`src/rtl/die_roll_if.sv`:
```
// Roll controller bus: switch and LFSR byte in, face and status flags out.
// master = stimulus side (switch/LFSR), slave = die_roll_ctrl.
interface die_roll_if;
    logic       sw_raw;
    logic [7:0] rand_in;
    logic [2:0] face;
    logic       face_valid;
    logic       rolling;
    logic       roll_done;

    modport master (output sw_raw, rand_in, input face, face_valid, rolling, roll_done);
    modport slave  (input sw_raw, rand_in, output face, face_valid, rolling, roll_done);
endinterface

```
`src/rtl/die_roll_ctrl.sv`:
```
// Die roll front-end: switch sync/debounce, timed spin, rejection-sampled face 1..6.
// Optional macro ROLL_ANIM_EN: tumbling face display during SPIN.
module die_roll_ctrl #(
    parameter int DEBOUNCE_CYCLES = 16,
    parameter int SPIN_CYCLES     = 64,
    parameter int SETTLE_TRIES    = 8
) (
    input  logic        clk,
    input  logic        rst_n,
    die_roll_if.slave   bus
);
    localparam int DW = $clog2(DEBOUNCE_CYCLES + 1);
    localparam int SW = $clog2(SPIN_CYCLES + 1);
    localparam int TW = 4;

    typedef enum logic [1:0] {IDLE, SPIN, SETTLE, HOLD} state_t;

    state_t        state, state_d;
    logic          sync1, sw_s, sw_db, sw_db_q;
    logic [DW-1:0] db_cnt;
    logic [SW-1:0] spin_cnt, spin_d;
    logic [TW-1:0] try_cnt, try_d;
    logic [2:0]    face_q, face_d;
    logic          done_q, done_d;

    logic [2:0] cand, fallback;
    logic       accept, db_rise;

    assign cand     = bus.rand_in[2:0];
    assign accept   = (cand != 3'd0) && (cand != 3'd7);
    assign fallback = 3'(bus.rand_in % 8'd6) + 3'd1;
    assign db_rise  = sw_db & ~sw_db_q;

    // Synchroniser and debounce; sw_db only moves after DEBOUNCE_CYCLES stable mismatches.
    always_ff @(posedge clk) begin
        if (!rst_n) begin
            sync1   <= 1'b0;
            sw_s    <= 1'b0;
            sw_db   <= 1'b0;
            sw_db_q <= 1'b0;
            db_cnt  <= '0;
        end else begin
            sync1   <= bus.sw_raw;
            sw_s    <= sync1;
            sw_db_q <= sw_db;
            if (sw_s != sw_db) begin
                if (db_cnt == DW'(DEBOUNCE_CYCLES - 1)) begin
                    sw_db  <= sw_s;
                    db_cnt <= '0;
                end else begin
                    db_cnt <= db_cnt + DW'(1);
                end
            end else begin
                db_cnt <= '0;
            end
        end
    end

    always_ff @(posedge clk) begin
        if (!rst_n) begin
            state    <= IDLE;
            spin_cnt <= '0;
            try_cnt  <= '0;
            face_q   <= '0;
            done_q   <= 1'b0;
        end else begin
            state    <= state_d;
            spin_cnt <= spin_d;
            try_cnt  <= try_d;
            face_q   <= face_d;
            done_q   <= done_d;
        end
    end

    // Switch release is checked first so it wins over spin expiry and settle accept.
    always_comb begin
        state_d = state;
        spin_d  = spin_cnt;
        try_d   = try_cnt;
        face_d  = face_q;
        done_d  = 1'b0;
        case (state)
            IDLE: begin
                face_d = '0;
                if (db_rise) begin
                    state_d = SPIN;
                    spin_d  = SW'(SPIN_CYCLES - 1);
                end
            end
            SPIN: begin
                if (!sw_db) begin
                    state_d = IDLE;
                    face_d  = '0;
                end else begin
`ifdef ROLL_ANIM_EN
                    if (accept) face_d = cand;
`else
                    face_d = '0;
`endif
                    if (spin_cnt == '0) begin
                        state_d = SETTLE;
                        try_d   = '0;
                    end else begin
                        spin_d = spin_cnt - SW'(1);
                    end
                end
            end
            SETTLE: begin
                if (!sw_db) begin
                    state_d = IDLE;
                    face_d  = '0;
                end else if (accept) begin
                    state_d = HOLD;
                    face_d  = cand;
                    done_d  = 1'b1;
                end else if (try_cnt == TW'(SETTLE_TRIES - 1)) begin
                    state_d = HOLD;
                    face_d  = fallback;
                    done_d  = 1'b1;
                end else begin
                    try_d = try_cnt + TW'(1);
                end
            end
            HOLD: begin
                if (!sw_db) begin
                    state_d = IDLE;
                    face_d  = '0;
                end
            end
            default: state_d = IDLE;
        endcase
    end

    assign bus.face       = face_q;
    assign bus.face_valid = (state == HOLD);
    assign bus.rolling    = (state == SPIN) || (state == SETTLE);
    assign bus.roll_done  = done_q;
endmodule
```
`src/flat_wrapper.sv`:
```
// flat-port wrapper written by rule: the top's interface ports become plain ports
module die_roll_ctrl_flat 
#(
    parameter int DEBOUNCE_CYCLES = 16,
    parameter int SPIN_CYCLES     = 64,
    parameter int SETTLE_TRIES    = 8
)
  (clk, rst_n, bus_sw_raw, bus_rand_in, bus_face, bus_face_valid, bus_rolling, bus_roll_done);
  die_roll_if bus_i ();
  input  logic clk;
  input  logic rst_n;
  input wire logic [$bits(bus_i.sw_raw)-1:0] bus_sw_raw;
  input wire logic [$bits(bus_i.rand_in)-1:0] bus_rand_in;
  output wire logic [$bits(bus_i.face)-1:0] bus_face;
  output wire logic [$bits(bus_i.face_valid)-1:0] bus_face_valid;
  output wire logic [$bits(bus_i.rolling)-1:0] bus_rolling;
  output wire logic [$bits(bus_i.roll_done)-1:0] bus_roll_done;
  assign bus_i.sw_raw = bus_sw_raw;
  assign bus_i.rand_in = bus_rand_in;
  assign bus_face = bus_i.face;
  assign bus_face_valid = bus_i.face_valid;
  assign bus_rolling = bus_i.rolling;
  assign bus_roll_done = bus_i.roll_done;
  die_roll_ctrl #(.DEBOUNCE_CYCLES(DEBOUNCE_CYCLES), .SPIN_CYCLES(SPIN_CYCLES), .SETTLE_TRIES(SETTLE_TRIES)) u_core (.clk(clk), .rst_n(rst_n), .bus(bus_i));
endmodule
```
`config.mk`:
```
export PLATFORM = sky130hd
export DESIGN_NAME = die_roll_ctrl_flat
export DESIGN_NICKNAME = d
export VERILOG_FILES = /design/src/rtl/die_roll_if.sv /design/src/rtl/die_roll_ctrl.sv /design/src/flat_wrapper.sv
export SDC_FILE = /design/constraint.sdc
export NUM_CORES = 1
export LEC_CHECK = 0
export CAP_MARGIN = 10
export CORE_ASPECT_RATIO = 1.4
export CORE_UTILIZATION = 56
export DETAILED_ROUTE_END_ITERATION = 12
export GPL_TIMING_DRIVEN = 0
export HOLD_SLACK_MARGIN = 0.03
export PLACE_DENSITY = 0.83
export REMOVE_ABC_BUFFERS = 1
export SLEW_MARGIN = 20
export SYNTH_ARGS = -nofsm -noshare
export SYNTH_HDL_FRONTEND = slang
export SYNTH_SLANG_ARGS = --single-unit
```
`constraint.sdc`:
```
create_clock -name clk -period 3.4 [get_ports clk]
set_input_delay 0.68 -clock clk [delete_from_list [all_inputs] [get_ports clk]]
set_output_delay 0.68 -clock clk [all_outputs]
set_load 0.01 [all_outputs]
```
==> out/qor.yml, run 1 <==
outcome:
  status: "finished clean"
global_route:
  grt_pass1_wl_um: 5810
  antenna_found_initial: 0
  use_met3: 0.0113
  grt_max_degree: 19
  grtUsageMet1: 0.222
  grt_use_total: 0.223
  gr-usage-met2: 0.455
  grt-busiest-layer: "met2"
  overflow: 0
  grt_pass1_vias: 1393
placement:
  globalplace.congestion: 0.853
  numPortBuffers: 16
  dpl_worst_slack_ps: -458
  dpl.hpwl_um: 2640
logic_synthesis:
  synthAdderAreaFrac: 0.0733
  yosys-top-cells-count: "dfxtp_1, nor2_1, a21oi_1, ha_1, nand2_1"
  ys_warn_count: 0
  ys.flop_type: "dfxtp_1"
  synth_top_cell_by_area: "dfxtp_1"
  synth_xor_area_frac: 0.0718
  synth-simple-area-share: 0.257
  ys_ff_latch: 26
  synth-compound-area-share: 0.194
  syn_inst: 196
  syn_avg_cell_area_um2: 8.71
  synth.area.top_cells: "dfxtp_1, ha_1, nor2_1, xnor2_1, a21oi_1"
  synth_top_family_by_area: "simple AND/OR/NAND/NOR gates"
  yosysSeqAreaShare: 0.305
  ys_types: 55
  muxShareOfSynthArea: 0.0249
  async_flop_share: 0
  synth_top_cell_area_share: 0.305
  yosysMostFrequentCell: "dfxtp_1"
  synth_edf_count: 0
  syn_area_um2: 1710
min_path:
  hp-class: "flip-flop to flip-flop"
  min_from: "u_core.db_cnt[0]$_SDFF_PP0_"
critical_path:
  critPathLaunchType: "primary input"
  arrival_ps: 3340
  regToRegStartpoint: "u_core.state[1]$_SDFFE_PN0P_"
  cp-end-kind: "flip-flop"
  crit_path_top_delay_cell: "or4_1"
  criticalPathCategory: "primary input to flip-flop"
  crit_buf_inv: 1
  critPathRequiredTime_ps: 3560
  critPathMaxStageDelay_ps: 530
  cp_top_family: "simple AND/OR/NAND/NOR gates"
  crit_start: "bus_rand_in[6]"
  path_max_fanout: 7
  cp_cell_sequence: "clkdlybuf4s50_1, or4_4, mux2i_4, a2bb2oi_1, nor2_1, nand3_1, o21ai_1, ha_1, or4_1, a21boi_1, o31ai_2"
sta:
  fin_worst_skew_ps: 2.12
  finalHoldViolCount: 0
  worst_pin_slew_ps: 653
  fmax_mhz: 315
  rsz0062_at_grt: "false"
  fin_crit_sh: 0.935
  finalMaxSlewViolations: 0
  fin_crit_ps: 3180
  setup_ws_ps: 220
  maxSlewHeadroom: 0.564
  setup_viol: 0
clock_network:
  numCtsBuffers: 3
  root_buffer: "clkbuf_8"
  clock_path_buffers: 2
  h-tree-depth: 1
  insertion_delay_ps: 270
  clock_sinks: 26
  clkTransAtPathRegs_ps: 90
  cts_tree: "yes"
floorplan:
  fp.dieW_um: 48.7
  initial_core_util: 0.593
  die_y_um: 67.3
  die_area_um2: 3280
  io_pins: 17
  coreArea_um2: 2880
  rows: 23
final_layout:
  multi_input_area_um2: 1060
  fill_cells: 243
  n_antenna_cell: 0
  final-seq-area_um2: 520
  layout-area-overhead-vs-synth_pct: 10.6
  drive_gt1_frac: 0.0962
  final_nets: 230
route:
  wire_per_inst_um: 13.9
  drtIter0Drc: 38
  vias: 1434
  finalWirelength_um: 3400
  viasPerCell: 5.85
  dr.pass1.iters: 4
  ant_nets: 0
  drc_errors: 0
power_and_ir_drop:
  p_per_area_nw_per_um2: 321
  finalPower_uw: 606
  irDropWorstVdd_uv: 220
  leakage_nw: 0.712
run:
  cap_viol_max_count: 0
[placed cells by master (no fill, tap or decap), types with 2 or more instances in the layout]
cell type,netlist,layout
dlymetal6s2s_1,0,2
nor2_1,22,22
nor3_1,7,7
dfxtp_1,26,26
inv_2,2,2
nor3b_1,5,5
nand2_1,10,10
o31ai_1,2,2
and3_2,2,2
clkdlybuf4s50_1,0,13
and3_1,2,2
nor4b_2,2,2
o21ai_0,7,7
o21ai_1,3,3
a21oi_1,10,10
xor2_1,5,5
o21a_1,6,6
ha_1,10,10
nand4_1,3,3
and2_1,3,3
nand3_1,8,8
a211oi_1,3,3
inv_1,9,9
mux2i_1,2,2
and3b_1,3,3
clkbuf_8,0,4
xnor2_1,9,9
[power by group]
part | total, mW | switching [mW] | leakage (nW) | internal [mW]
combinational | 0.0997 | 0.0542 | 0.473 | 0.0455
clock | 0.196 | 0.0929 | 0.0288 | 0.103
sequential | 0.310 | 0.00261 | 0.210 | 0.307
total | 0.606 | 0.150 | 0.712 | 0.456
[per-layer routing]
| metal | share of wire | up-vias |
|---|---|---|
| li1 | - | 729 |
| met1 | 0.40 | 672 |
| met2 | 0.56 | 29 |
| met3 | 0.022 | 4 |
| met4 | 0.016 | 0 |
| met5 | 0 | - |
[state kept, by name, summed over array words and instances, names as in the netlist]
signal / cells
u_core.bus.face: 3
u_core.bus.roll_done: 1
u_core.db_cnt: 5
u_core.spin_cnt: 7
u_core.state: 2
u_core.sw_db: 1
u_core.sw_db_q: 1
u_core.sw_s: 1
u_core.sync1: 1
u_core.try_cnt: 4
[stage by stage]
stage / hold slack [ps] / cell area [um^2] / utilization / std cells / TNS [ps]
finish: 458 / 1890 / 0.656 / 245 / 0
global route: 473 / 1890 / 0.656 / 245 / 0
CTS: 460 / 1890 / 0.656 / 245 / 0
detailed placement: 428 / 1830 / 0.637 / 241 / -721
global placement: 426 / 1830 / 0.637 / 241 / -587
floorplan: 412 / 1630 / - / 188 / 0
[cell type report]
cell class	instances	area share
Multi-Input combinational cell	150	0.562
Tap cell	37	0.0245
Clock buffer	4	0.0292
Inverter	12	0.0239
Timing Repair Buffer	16	0.0848
Sequential cell	26	0.276
[cells by family (layout without fill, tap and decap cells)]
logic type | count (synthesis) | in the layout
AO/OA/AOI/OAI | 46 | 46
XOR/XNOR | 14 | 14
adder cells (fa/ha/maj) | 10 | 10
buffers and inverters | 20 | 32
flip-flops | 26 | 26
multiplexers | 3 | 3
AND/OR/NAND/NOR | 77 | 77
[path summary, 6_finish.rpt]
check                                    endpoint  slack (ps)  cells after the start
setup reg to reg  u_core.spin_cnt[2]$_SDFFE_PN0P_        1260                      7
hold / removal        u_core.db_cnt[0]$_SDFF_PP0_         460                      1
setup / recovery  u_core.bus.face[2]$_SDFFE_PN0P_         220                     11
hold reg to reg       u_core.db_cnt[0]$_SDFF_PP0_         460                      1
[timing repair]
item,in CTS,in global routing
hold buffers,0,0
resized for setup,1,4
setup endpoints to repair,1,2
buffers inserted,0,0
[worst reg2reg max path, stage by stage, from the launching register on]
cell and delay (ps):
dfxtp_1 370, inv_1 100, ha_1 300, nor4b_2 640
a21o_1 220, nand2_1 90, xnor2_1 150, o21a_1 180
(Power assumes the default switching activity.)
==> run 2, diff against run 1 <==
--- a/config.mk
+++ b/config.mk
@@ -6,12 +6,15 @@
 export NUM_CORES = 1
 export LEC_CHECK = 0
 export CAP_MARGIN = 10
+export CELL_PAD_IN_SITES_DETAIL_PLACEMENT = 1
+export CELL_PAD_IN_SITES_GLOBAL_PLACEMENT = 1
 export CORE_ASPECT_RATIO = 1.4
-export CORE_UTILIZATION = 56
+export CORE_UTILIZATION = 45
+export CTS_BUF_LIST = sky130_fd_sc_hd__clkbuf_8
 export DETAILED_ROUTE_END_ITERATION = 12
 export GPL_TIMING_DRIVEN = 0
 export HOLD_SLACK_MARGIN = 0.03
-export PLACE_DENSITY = 0.83
+export PLACE_DENSITY = 0.86
 export REMOVE_ABC_BUFFERS = 1
 export SLEW_MARGIN = 20
 export SYNTH_ARGS = -nofsm -noshare
==> run 2 against run 1 <==
Net effect: maximum frequency decreased by 0.93%; critical path depth unchanged; global-route usage is 0.35 points lower; critical endpoint unchanged; highest routed layer unchanged.
==> out/qor.yml, run 2 (same netlist as run 1, synthesis figures left out) <==
clock_network:
  clkTransAtPathRegs_ps: 90
  cts_tree: "yes"
  insertion_delay_ps: 270
  numCtsBuffers: 3
  clock_sinks: 26
  root_buffer: "clkbuf_8"
  post-cts-setup-buffers: 0
  clock_path_buffers: 2
  hold_buffers: 0
  h-tree-depth: 1
sta:
  rsz0062_at_grt: "false"
  fin_crit_sh: 0.944
  fin_tns_setup_ps: 0
  maxSlewHeadroom: 0.538
  setup_ws_ps: 191
  fin_worst_skew_ps: 3.45
  fin_crit_ps: 3210
  finalHoldViolCount: 0
  fmax_mhz: 312
  worst_pin_slew_ps: 691
  finalMaxSlewViolations: 0
  setup_viol: 0
route:
  drtIter0Drc: 3
  viasPerCell: 5.86
  finalWirelength_um: 4170
  dr.pass1.iters: 4
  vias: 1466
  ant_nets: 0
  wire_per_inst_um: 16.7
  drc_errors: 0
critical_path:
  critPathMaxStageDelay_ps: 580
  criticalPathCategory: "primary input to flip-flop"
  critPathRequiredTime_ps: 3560
  r2r-end: "u_core.spin_cnt[4]$_SDFFE_PN0P_"
  arrival_ps: 3370
  path_max_fanout: 11
  cp_cell_sequence: "dlygate4sd2_1, or4_4, mux2i_4, a2bb2oi_1, nor2_1, nand3_1, o21ai_1, ha_1, or4_1, a21boi_1, o31ai_2"
  r2r_slack_ps: 1210
  cp-end-kind: "flip-flop"
  crit_path_top_delay_cell: "or4_4"
  rr_worst_depth: 6
  cp_top_family: "simple AND/OR/NAND/NOR gates"
  crit_buf_inv: 1
  critPathLaunchType: "primary input"
  regToRegStartpoint: "u_core.sw_db$_SDFFE_PN0P_"
outcome:
  status: "finished clean"
power_and_ir_drop:
  p_per_area_nw_per_um2: 351
  irDropWorstVdd_uv: 270
  leakage_nw: 0.720
  finalPower_uw: 670
final_layout:
  final_cell_mix: "dfxtp_1, nor2_1, clkdlybuf4s50_1"
  instances_no_fill: 250
  largest-register: "u_core.spin_cnt"
  drive_gt1_frac: 0.0962
  n_antenna_cell: 0
  largest_reg_flops: 7
  top_regs: "u_core.spin_cnt x7, u_core.db_cnt x5, u_core.try_cnt x4"
  final_util: 0.524
  layout-area-overhead-vs-synth_pct: 11.9
  fill_cells: 444
  layout_commonest_cell: "dfxtp_1"
  final_nets: 230
floorplan:
  initial_core_util: 0.468
  die_y_um: 74.9
  fp.dieW_um: 54.0
  io_pins: 17
  die_area_um2: 4050
  rows: 26
  coreArea_um2: 3640
global_route:
  overflow: 0
  antenna_found_initial: 0
  grt_pass1_vias: 1507
  grt_max_degree: 19
  grt_use_total: 0.220
  grt_pass1_wl_um: 6510
min_path:
  min_from: "u_core.sync1$_SDFF_PN0_"
  hold_end: "u_core.sw_s$_SDFF_PN0_"
  hp-class: "flip-flop to flip-flop"
  whs_path_depth: 1
placement:
  numPortBuffers: 16
  dpl_worst_slack_ps: -593
  dp.cells: 246
  dpl.hpwl_um: 3130
  globalplace.congestion: 0.786
run:
  cap_viol_max_count: 0
run 2: how the worst max path moves through the flow:
stage / from / end / depth (start not counted)
detailed placement: bus_rand_in[2] / u_core.bus.face[2]$_SDFFE_PN0P_ / 11
finish: bus_rand_in[5] / u_core.bus.face[2]$_SDFFE_PN0P_ / 11
CTS: bus_rand_in[2] / u_core.bus.face[2]$_SDFFE_PN0P_ / 11
global route: bus_rand_in[3] / u_core.bus.face[2]$_SDFFE_PN0P_ / 11
floorplan: bus_rand_in[2] / u_core.bus.face[2]$_SDFFE_PN0P_ / 10
global placement: bus_rand_in[2] / u_core.bus.face[2]$_SDFFE_PN0P_ / 11
run 2: cell type report:
type | instances | area [um^2] | area share
multi-input cells | 150 | 1060 | 0.556
flip-flops and latches | 26 | 520 | 0.273
repair buffers | 16 | 159 | 0.0832
well taps | 42 | 52.6 | 0.0275
inverters | 12 | 45.0 | 0.0236
clock buffers | 3 | 41.3 | 0.0216
clock inverters | 1 | 30.0 | 0.0157
run 2: worst reg2reg max path, delay by kind of cell, from the launching register on:
kind / cells / cell delay, ps
AOI/OAI and AO/OA: 2 / 400
xor gates and xnor gates: 1 / 140
and+or+nand+nor: 2 / 800
buffers and inverters: 1 / 120
DFF: 1 / 630
run 2: power breakdown:
part | switching, mW | leakage, nW | internal (mW)
clock network | 0.0992 | 0.0357 | 0.158
registers | 0.00239 | 0.210 | 0.307
logic | 0.0582 | 0.475 | 0.0451
run 2: per-layer routing:
layer | global-route usage | wire length (um) | up-vias
met5 | 0 | 0 | -
met4 | 0.105 | 119 | 0
met3 | 0.0222 | 61 | 8
met2 | 0.432 | 2330 | 21
met1 | 0.219 | 1660 | 705
li1 | - | - | 732
run 2: metrics by stage:
step / cell area (um^2) / hold slack (ps)
detailed placement: 1840 / 426
CTS: 1910 / 450
floorplan: 1630 / 412
global route: 1910 / 465
finish: 1910 / 443
global placement: 1840 / 423
run 2: timing repair:
item / 4_1_cts / 5_1_grt
endpoints found under the setup margin: 2 / 2
cloned: 0 / 0
pin swaps: 0 / 0
gates resized for setup: 2 / 4
